[src/rtl/set_pkg.sv]
// Shared types for the SET job loader: job descriptor, mode encoding,
// dispatcher states and descriptor byte count.
package set_pkg;

  localparam int JOB_BYTES = 5;
  localparam int JOB_W     = 38;

  typedef enum logic [1:0] {
    MODE_A   = 2'd0,
    MODE_AND = 2'd1,
    MODE_XOR = 2'd2
  } mode_e;

  // Encoding 3 has no meaning to SET; jobs carrying it are discarded.
  localparam logic [1:0] MODE_INVALID = 2'd3;

  typedef struct packed {
    logic [23:0] central;
    logic [11:0] radius;
    logic [1:0]  mode;
  } job_t;

  typedef enum logic [1:0] {
    D_IDLE,
    D_ISSUE,
    D_WAIT,
    D_HOLD
  } disp_e;

  function automatic logic mode_ok(input logic [1:0] m);
    return m != MODE_INVALID;
  endfunction

endpackage

[src/rtl/set_job_fifo.sv]
// Synchronous job FIFO with full/empty/level. Pointers carry one extra
// wrap bit so full and empty are distinguished without a separate counter.
module set_job_fifo #(
  parameter  int DEPTH = 4,
  parameter  int W     = 42,
  localparam int AW    = $clog2(DEPTH)
) (
  input  logic          clk,
  input  logic          rst,
  input  logic          push_i,
  input  logic [W-1:0]  wdata_i,
  input  logic          pop_i,
  output logic [W-1:0]  rdata_o,
  output logic          full_o,
  output logic          empty_o,
  output logic [AW:0]   level_o
);

  logic [W-1:0] mem_q [DEPTH];
  logic [AW:0]  wptr_q, wptr_d;
  logic [AW:0]  rptr_q, rptr_d;
  logic         do_push, do_pop;

  assign level_o = wptr_q - rptr_q;
  assign full_o  = (level_o == (AW+1)'(DEPTH));
  assign empty_o = (wptr_q == rptr_q);
  assign rdata_o = mem_q[rptr_q[AW-1:0]];
  assign do_push = push_i && !full_o;
  assign do_pop  = pop_i && !empty_o;

  // Pointer next-state.
  always_comb begin
    wptr_d = wptr_q;
    rptr_d = rptr_q;
    if (do_push) wptr_d = wptr_q + 1'b1;
    if (do_pop)  rptr_d = rptr_q + 1'b1;
  end

  // Pointer registers; reset empties the queue.
  always_ff @(posedge clk) begin
    if (!rst) begin
      wptr_q <= '0;
      rptr_q <= '0;
    end else begin
      wptr_q <= wptr_d;
      rptr_q <= rptr_d;
    end
  end

  // Storage array; contents are only observed when non-empty, so no reset.
  always_ff @(posedge clk) begin
    if (do_push) mem_q[wptr_q[AW-1:0]] <= wdata_i;
  end

endmodule

[src/rtl/set_job_loader.sv]
// Feeder for the SET circle-count engine. Packs 5-byte descriptors into
// jobs, queues them, dispatches one at a time over en/busy and returns each
// result with its job tag on a ready/valid port.
// Optional: define SET_LDR_TIMEOUT_EN to abandon a job after TIMEOUT cycles
// without set_valid (result FF with res_timeout set).
module set_job_loader
  import set_pkg::*;
#(
  parameter  int DEPTH   = 4,
  parameter  int TAG_W   = 4,
  parameter  int TIMEOUT = 256,
  localparam int LVL_W   = $clog2(DEPTH) + 1
) (
  input  logic             clk,
  input  logic             rst,
  input  logic             in_valid,
  output logic             in_ready,
  input  logic [7:0]       in_data,
  input  logic             set_busy,
  input  logic             set_valid,
  input  logic [7:0]       set_candidate,
  output logic             set_en,
  output logic [23:0]      set_central,
  output logic [11:0]      set_radius,
  output logic [1:0]       set_mode,
  output logic             res_valid,
  input  logic             res_ready,
  output logic [7:0]       res_candidate,
  output logic [TAG_W-1:0] res_tag,
  output logic             res_timeout,
  output logic             err_mode,
  output logic [LVL_W-1:0] fifo_level
);

  localparam int FW = JOB_W + TAG_W;

  // ---------------- byte assembly ----------------
  logic [2:0]       byte_cnt_q;
  logic [23:0]      central_q;
  logic [7:0]       rad_hi_q;
  logic [TAG_W-1:0] in_tag_q;
  logic             err_q;
  logic             b_acc, last_byte, push;
  logic             fifo_full, fifo_empty, pop;
  logic [FW-1:0]    fifo_rdata;
  job_t             new_job, head_job;
  logic [TAG_W-1:0] head_tag;
  logic             unused_pad;

  assign last_byte = (byte_cnt_q == 3'(JOB_BYTES - 1));
  // Registered full: a pop in the same cycle does not admit the last byte.
  assign in_ready  = !last_byte || !fifo_full;
  assign b_acc     = in_valid && in_ready;
  assign new_job   = '{central: central_q,
                       radius:  {rad_hi_q, in_data[7:4]},
                       mode:    in_data[1:0]};
  assign push      = b_acc && last_byte && mode_ok(in_data[1:0]);
  assign err_mode  = err_q;
  assign unused_pad = ^in_data[3:2];

  // Collect descriptor bytes; tag advances only for accepted jobs.
  always_ff @(posedge clk) begin
    if (!rst) begin
      byte_cnt_q <= '0;
      central_q  <= '0;
      rad_hi_q   <= '0;
      in_tag_q   <= '0;
      err_q      <= 1'b0;
    end else begin
      err_q <= 1'b0;
      if (b_acc) begin
        case (byte_cnt_q)
          3'd0:    central_q[23:16] <= in_data;
          3'd1:    central_q[15:8]  <= in_data;
          3'd2:    central_q[7:0]   <= in_data;
          3'd3:    rad_hi_q         <= in_data;
          default: ;
        endcase
        byte_cnt_q <= last_byte ? 3'd0 : byte_cnt_q + 3'd1;
        if (last_byte) begin
          if (mode_ok(in_data[1:0])) in_tag_q <= in_tag_q + 1'b1;
          else                       err_q    <= 1'b1;
        end
      end
    end
  end

  set_job_fifo #(.DEPTH(DEPTH), .W(FW)) u_fifo (
    .clk     (clk),
    .rst     (rst),
    .push_i  (push),
    .wdata_i ({in_tag_q, new_job}),
    .pop_i   (pop),
    .rdata_o (fifo_rdata),
    .full_o  (fifo_full),
    .empty_o (fifo_empty),
    .level_o (fifo_level)
  );

  assign head_job = fifo_rdata[JOB_W-1:0];
  assign head_tag = fifo_rdata[JOB_W +: TAG_W];

  // ---------------- dispatcher ----------------
  disp_e            state_q, state_d;
  job_t             last_job_q;
  logic [TAG_W-1:0] run_tag_q, run_tag_d;
  logic [TAG_W-1:0] res_tag_q, res_tag_d;
  logic [7:0]       res_cand_q, res_cand_d;
  logic             res_valid_q, res_valid_d;
  logic             job_ready;

  // A push this cycle counts as non-empty so an idle SET sees en next cycle.
  assign job_ready = !fifo_empty || push;

`ifdef SET_LDR_TIMEOUT_EN
  localparam int TO_W = $clog2(TIMEOUT + 1);
  logic [TO_W-1:0] to_cnt_q, to_cnt_d;
  logic            res_to_q, res_to_d;
  assign res_timeout = res_to_q;
`else
  logic unused_timeout;
  assign res_timeout    = 1'b0;
  assign unused_timeout = (TIMEOUT > 0);
`endif

  // Dispatcher next-state and strobes.
  always_comb begin
    state_d     = state_q;
    pop         = 1'b0;
    set_en      = 1'b0;
    run_tag_d   = run_tag_q;
    res_tag_d   = res_tag_q;
    res_cand_d  = res_cand_q;
    res_valid_d = res_valid_q;
`ifdef SET_LDR_TIMEOUT_EN
    to_cnt_d    = to_cnt_q;
    res_to_d    = res_to_q;
`endif
    case (state_q)
      D_IDLE: if (job_ready) state_d = D_ISSUE;
      D_ISSUE: begin
        if (!set_busy) begin
          set_en    = 1'b1;
          pop       = 1'b1;
          run_tag_d = head_tag;
          state_d   = D_WAIT;
`ifdef SET_LDR_TIMEOUT_EN
          // Counted from the set_en cycle.
          to_cnt_d  = TO_W'(1);
`endif
        end
      end
      D_WAIT: begin
        if (set_valid) begin
          res_cand_d  = set_candidate;
          res_tag_d   = run_tag_q;
          res_valid_d = 1'b1;
          state_d     = D_HOLD;
`ifdef SET_LDR_TIMEOUT_EN
          res_to_d    = 1'b0;
        end else if (to_cnt_q == TO_W'(TIMEOUT - 1)) begin
          res_cand_d  = 8'hFF;
          res_tag_d   = run_tag_q;
          res_valid_d = 1'b1;
          res_to_d    = 1'b1;
          state_d     = D_HOLD;
        end else begin
          to_cnt_d    = to_cnt_q + 1'b1;
`endif
        end
      end
      D_HOLD: begin
        if (res_ready) begin
          res_valid_d = 1'b0;
          state_d     = job_ready ? D_ISSUE : D_IDLE;
        end
      end
      default: state_d = D_IDLE;
    endcase
  end

  // Dispatcher registers; SET-side outputs remember the last issued head.
  always_ff @(posedge clk) begin
    if (!rst) begin
      state_q     <= D_IDLE;
      last_job_q  <= '0;
      run_tag_q   <= '0;
      res_tag_q   <= '0;
      res_cand_q  <= '0;
      res_valid_q <= 1'b0;
`ifdef SET_LDR_TIMEOUT_EN
      to_cnt_q    <= '0;
      res_to_q    <= 1'b0;
`endif
    end else begin
      state_q     <= state_d;
      run_tag_q   <= run_tag_d;
      res_tag_q   <= res_tag_d;
      res_cand_q  <= res_cand_d;
      res_valid_q <= res_valid_d;
      if (state_q == D_ISSUE) last_job_q <= head_job;
`ifdef SET_LDR_TIMEOUT_EN
      to_cnt_q    <= to_cnt_d;
      res_to_q    <= res_to_d;
`endif
    end
  end

  assign set_central   = (state_q == D_ISSUE) ? head_job.central : last_job_q.central;
  assign set_radius    = (state_q == D_ISSUE) ? head_job.radius  : last_job_q.radius;
  assign set_mode      = (state_q == D_ISSUE) ? head_job.mode    : last_job_q.mode;
  assign res_valid     = res_valid_q;
  assign res_candidate = res_cand_q;
  assign res_tag       = res_tag_q;

endmodule

[config.mk]
export PLATFORM = sky130hd
export DESIGN_NAME = set_job_loader
export DESIGN_NICKNAME = d
export VERILOG_FILES = /design/src/rtl/set_pkg.sv /design/src/rtl/set_job_fifo.sv /design/src/rtl/set_job_loader.sv
export SDC_FILE = /design/constraint.sdc
export NUM_CORES = 1
export LEC_CHECK = 0
export ABC_AREA = 1
export BUFFER_PORTS_ARGS = -buffer_cell sky130_fd_sc_hd__clkbuf_2
export CORE_MARGIN = 2
export CORE_UTILIZATION = 51
export DETAILED_ROUTE_END_ITERATION = 8
export GPL_ROUTABILITY_DRIVEN = 0
export GPL_TIMING_DRIVEN = 0
export PLACE_DENSITY = 0.69
export SLEW_MARGIN = 40
export SYNTH_ARGS = -nofsm -noshare
export SYNTH_HDL_FRONTEND = slang
export SYNTH_SLANG_ARGS = --single-unit
[constraint.sdc]
create_clock -name clk -period 5.2 [get_ports clk]
set_input_delay 0.52 -clock clk [delete_from_list [all_inputs] [get_ports clk]]
set_output_delay 0.52 -clock clk [all_outputs]
set_load 0.05 [all_outputs]
==> metrics <==
status=finished clean; CP arrival=slightly below 3 ns; IO Pins=80; DIE WIDTH=148 µm; final setup fails=0; DR DRC count=0; critical path startpoint=state_q[1]; Multi-input gate area=0.00292 mm²; kind of critical path=reg2out; Seq/Total Area, Yosys=around two thirds; drt first pass iters=5; first-pass GRT wire length=around 37000 µm; initial antenna violation count=0; Final nets=roughly 1100; max_cap viols=0; Avg WL per Cell=around 17 µm; leakage power=approximately 4.7 nW; RSZ-0062 raised after global routing=false; final cell count without fillers=between 1000 and 1500; Die H=~150 µm; grt ovf=0; Comb power frac=between 10 and 15%; largest net degree at the start of global routing=19; placed cell count=roughly 1300; Yosys warning total=0; top cell type's share of synthesized area=47.7%; Tmin final=3.44 ns; pre-CTS WS=around 2.2 ns; vias in the first global route=about 7100; total routed wirelength=23600 µm; Syn Nets=around 1000; Peak supply drop=286 µV; Worst Path Max Fanout=10; antenna cells=0; Area Overhead vs Synth=18.2%; num rows=between 50 and 60; # fillers=about 1700; post-route ant nets=0; startpoint class of the critical path=flip-flop; maximum clock path buffer count=3; Power Internal=roughly 3.7 mW; Hold Path Class=in2reg; final instance area=between 0.01 and 0.015 mm²; CTS tree=built; Final Max Slew Viols=0; placed cell areas=about 0.012 mm²; cts repair resizes=0; DR iter-0 viols=between 600 and 700; detailed placer's ending HPWL=approximately 16000 µm; Worst Clk Skew=0.0142 ns; worst hold start=set_candidate[7]; Power Density=around 410 mW/mm²; reg-to-reg critical path startpoint=u_fifo.wptr_q[0]; Final Hold Vio Count=0; Overall Power=approximately 5.1 mW; IO Port Bufs=slightly below 80; Crit. End Element=output port; layout cells sized above 1=between 15 and 20%; die area=0.0219 mm²; Syn Inst Count=962; PnR worst setup slack=1.76 ns; worst skew pair latency=around 0.54 ns; worst slew pin tran=about 0.73 ns; Clk Tree Root Cell=clkbuf_16; library cells used by synthesis=37; vias per inst=roughly 5.3; cell taking the most area after synthesis=edfxtp_1; Mapped Area=around 0.011 mm²; Num CTS Buffers=28; DR vias=about 7300; CORE AREA=just over 0.02 mm²; Sw Ratio=a little over a quarter; Worst-path clk slew=approximately 0.06 ns; final period utilization=between 60% and 70%; Switching Power=approximately 1.4 mW; # hold bufs at CTS=0; Seq pwr share=47.1%; Mapped Avg Cell Area=roughly 11 µm²; Sink Count=~270; Max Fclk=between 200 and 300 MHz; synth top area cells=edfxtp_1, dfxtp_1, nor2_1; GRT Total Usage=22.0%; initial cell density of the core=~52%; CP Data Required Time=around 4.7 ns; relative slew slack=51.3%; clock power share=38.7%; CTS HTree Levels=1; Seq. cell area=~0.0071 mm²; Synth Register Bits=roughly 270; postcts setup bufs=0
[cell families after synthesis]
logic type / Yosys count / share of synthesized area (%)
other: 1 / 0.0355
xor gates and xnor gates: 1 / 0.0829
adders and majority gates: 19 / 2.32
muxes: 4 / 0.379
buffers and inverters: 121 / 5.01
AOI/OAI and AO/OA: 228 / 12.3
and+or+nand+nor: 315 / 12.2
DFF: 273 / 67.6
[layout by cell type (no fill, tap or decap), drive strengths merged, types with 3 or more instances in the layout]
cell type and count:
o21ai 98, buf 36, o32ai 38, dfxtp 105
a21oi 85, edfxtp 168, nor2 159, inv 66
nand2 135, nand3 12, clkbuf 146, clkinv 8
nand4 3, ha 18, mux2i 4, o221ai 4
[per-layer routing]
metal | up-vias | GRT usage [%] | share of wire [%]
li1 | 3568 | - | -
met1 | 3444 | 29.6 | 43
met2 | 222 | 37.7 | 49
met3 | 48 | 3.24 | 5.8
met4 | 0 | 6.24 | 2.8
met5 | - | 0 | 0
[synth_stat cells]
library cell,instances
edfxtp_1,168
ha_1,18
o32ai_1,38
buf_2,12
o211ai_1,1
clkbuf_1,27
nand4_1,2
buf_1,5
dfxtp_1,105
o21ai_0,95
nor2_2,3
conb_1,1
nor2_4,1
nand4_4,1
inv_1,66
nand3_2,2
o22ai_1,1
a21oi_1,85
nand3_4,2
fa_1,1
nand3b_2,1
buf_6,4
nor4_1,1
nor2_1,155
nand2_1,135
and2_4,1
nand3_1,8
o21ai_1,3
o221ai_1,4
nor3_1,2
xnor2_1,1
clkinv_2,1
mux2i_1,4
buf_4,5
clkbuf_8,1
or2_2,1
a31oi_1,1
[flip-flops by register name, indices dropped and copies added (netlist names), named ones only]
register       cells
last_job_q        38
byte_cnt_q         3
res_candidate      8
u_fifo.wptr_q      3
rad_hi_q           8
u_fifo.mem_q     168
state_q            2
err_mode           1
res_tag            4
in_tag_q           4
res_valid          1
central_q         24
u_fifo.rptr_q      3
run_tag_q          4
[power groups by stage]
stage	Combinational, mW	Clock, mW	Sequential (mW)
finish	0.723	1.97	2.40
floorplan	0.544	0	2.44
detailed placement	0.726	0	2.44
CTS	0.729	1.99	2.40
global route	0.782	2.08	2.41
global placement	0.717	0	2.44
[critical path, stage by stage, from the launching register on]
cell and delay [ns]:
dfxtp_1 0.34, inv_1 0.13, ha_1 0.30, buf_1 0.59, buf_1 0.48, nand2_1 0.17, nand2_1 0.09, clkbuf_2 0.27
[worst paths after layout]
path              depth (start not counted)  slack [ns]                  end
hold / removal                            3        0.24     res_candidate[7]
setup / recovery                          7        1.76        set_radius[2]
hold reg to reg                           2        0.47       last_job_q[35]
setup reg to reg                         10        2.22  u_fifo.mem_q[1][13]
[layout make-up]
| class | instances | area share [%] |
|---|---|---|
| Inverter | 67 | 2.02 |
| Tap cell | 270 | 2.71 |
| Multi-Input combinational cell | 568 | 23.4 |
| Sequential cell | 273 | 57.2 |
| Buffer | 54 | 2.21 |
| Clock inverter | 10 | 0.852 |
| Timing Repair Buffer | 87 | 5.09 |
| Clock buffer | 41 | 6.49 |
[per-stage QoR]
stage                     hold WS (ns)  setup TNS [ns]  util, %
after detailed placement         0.464               0     57.0
after global placement           0.459          -40.98     55.6
after global routing             0.258               0     61.5
after floorplan                  0.451               0        -
final                            0.236               0     61.5
after CTS                        0.222               0     61.5
(Power assumes the default switching activity.)
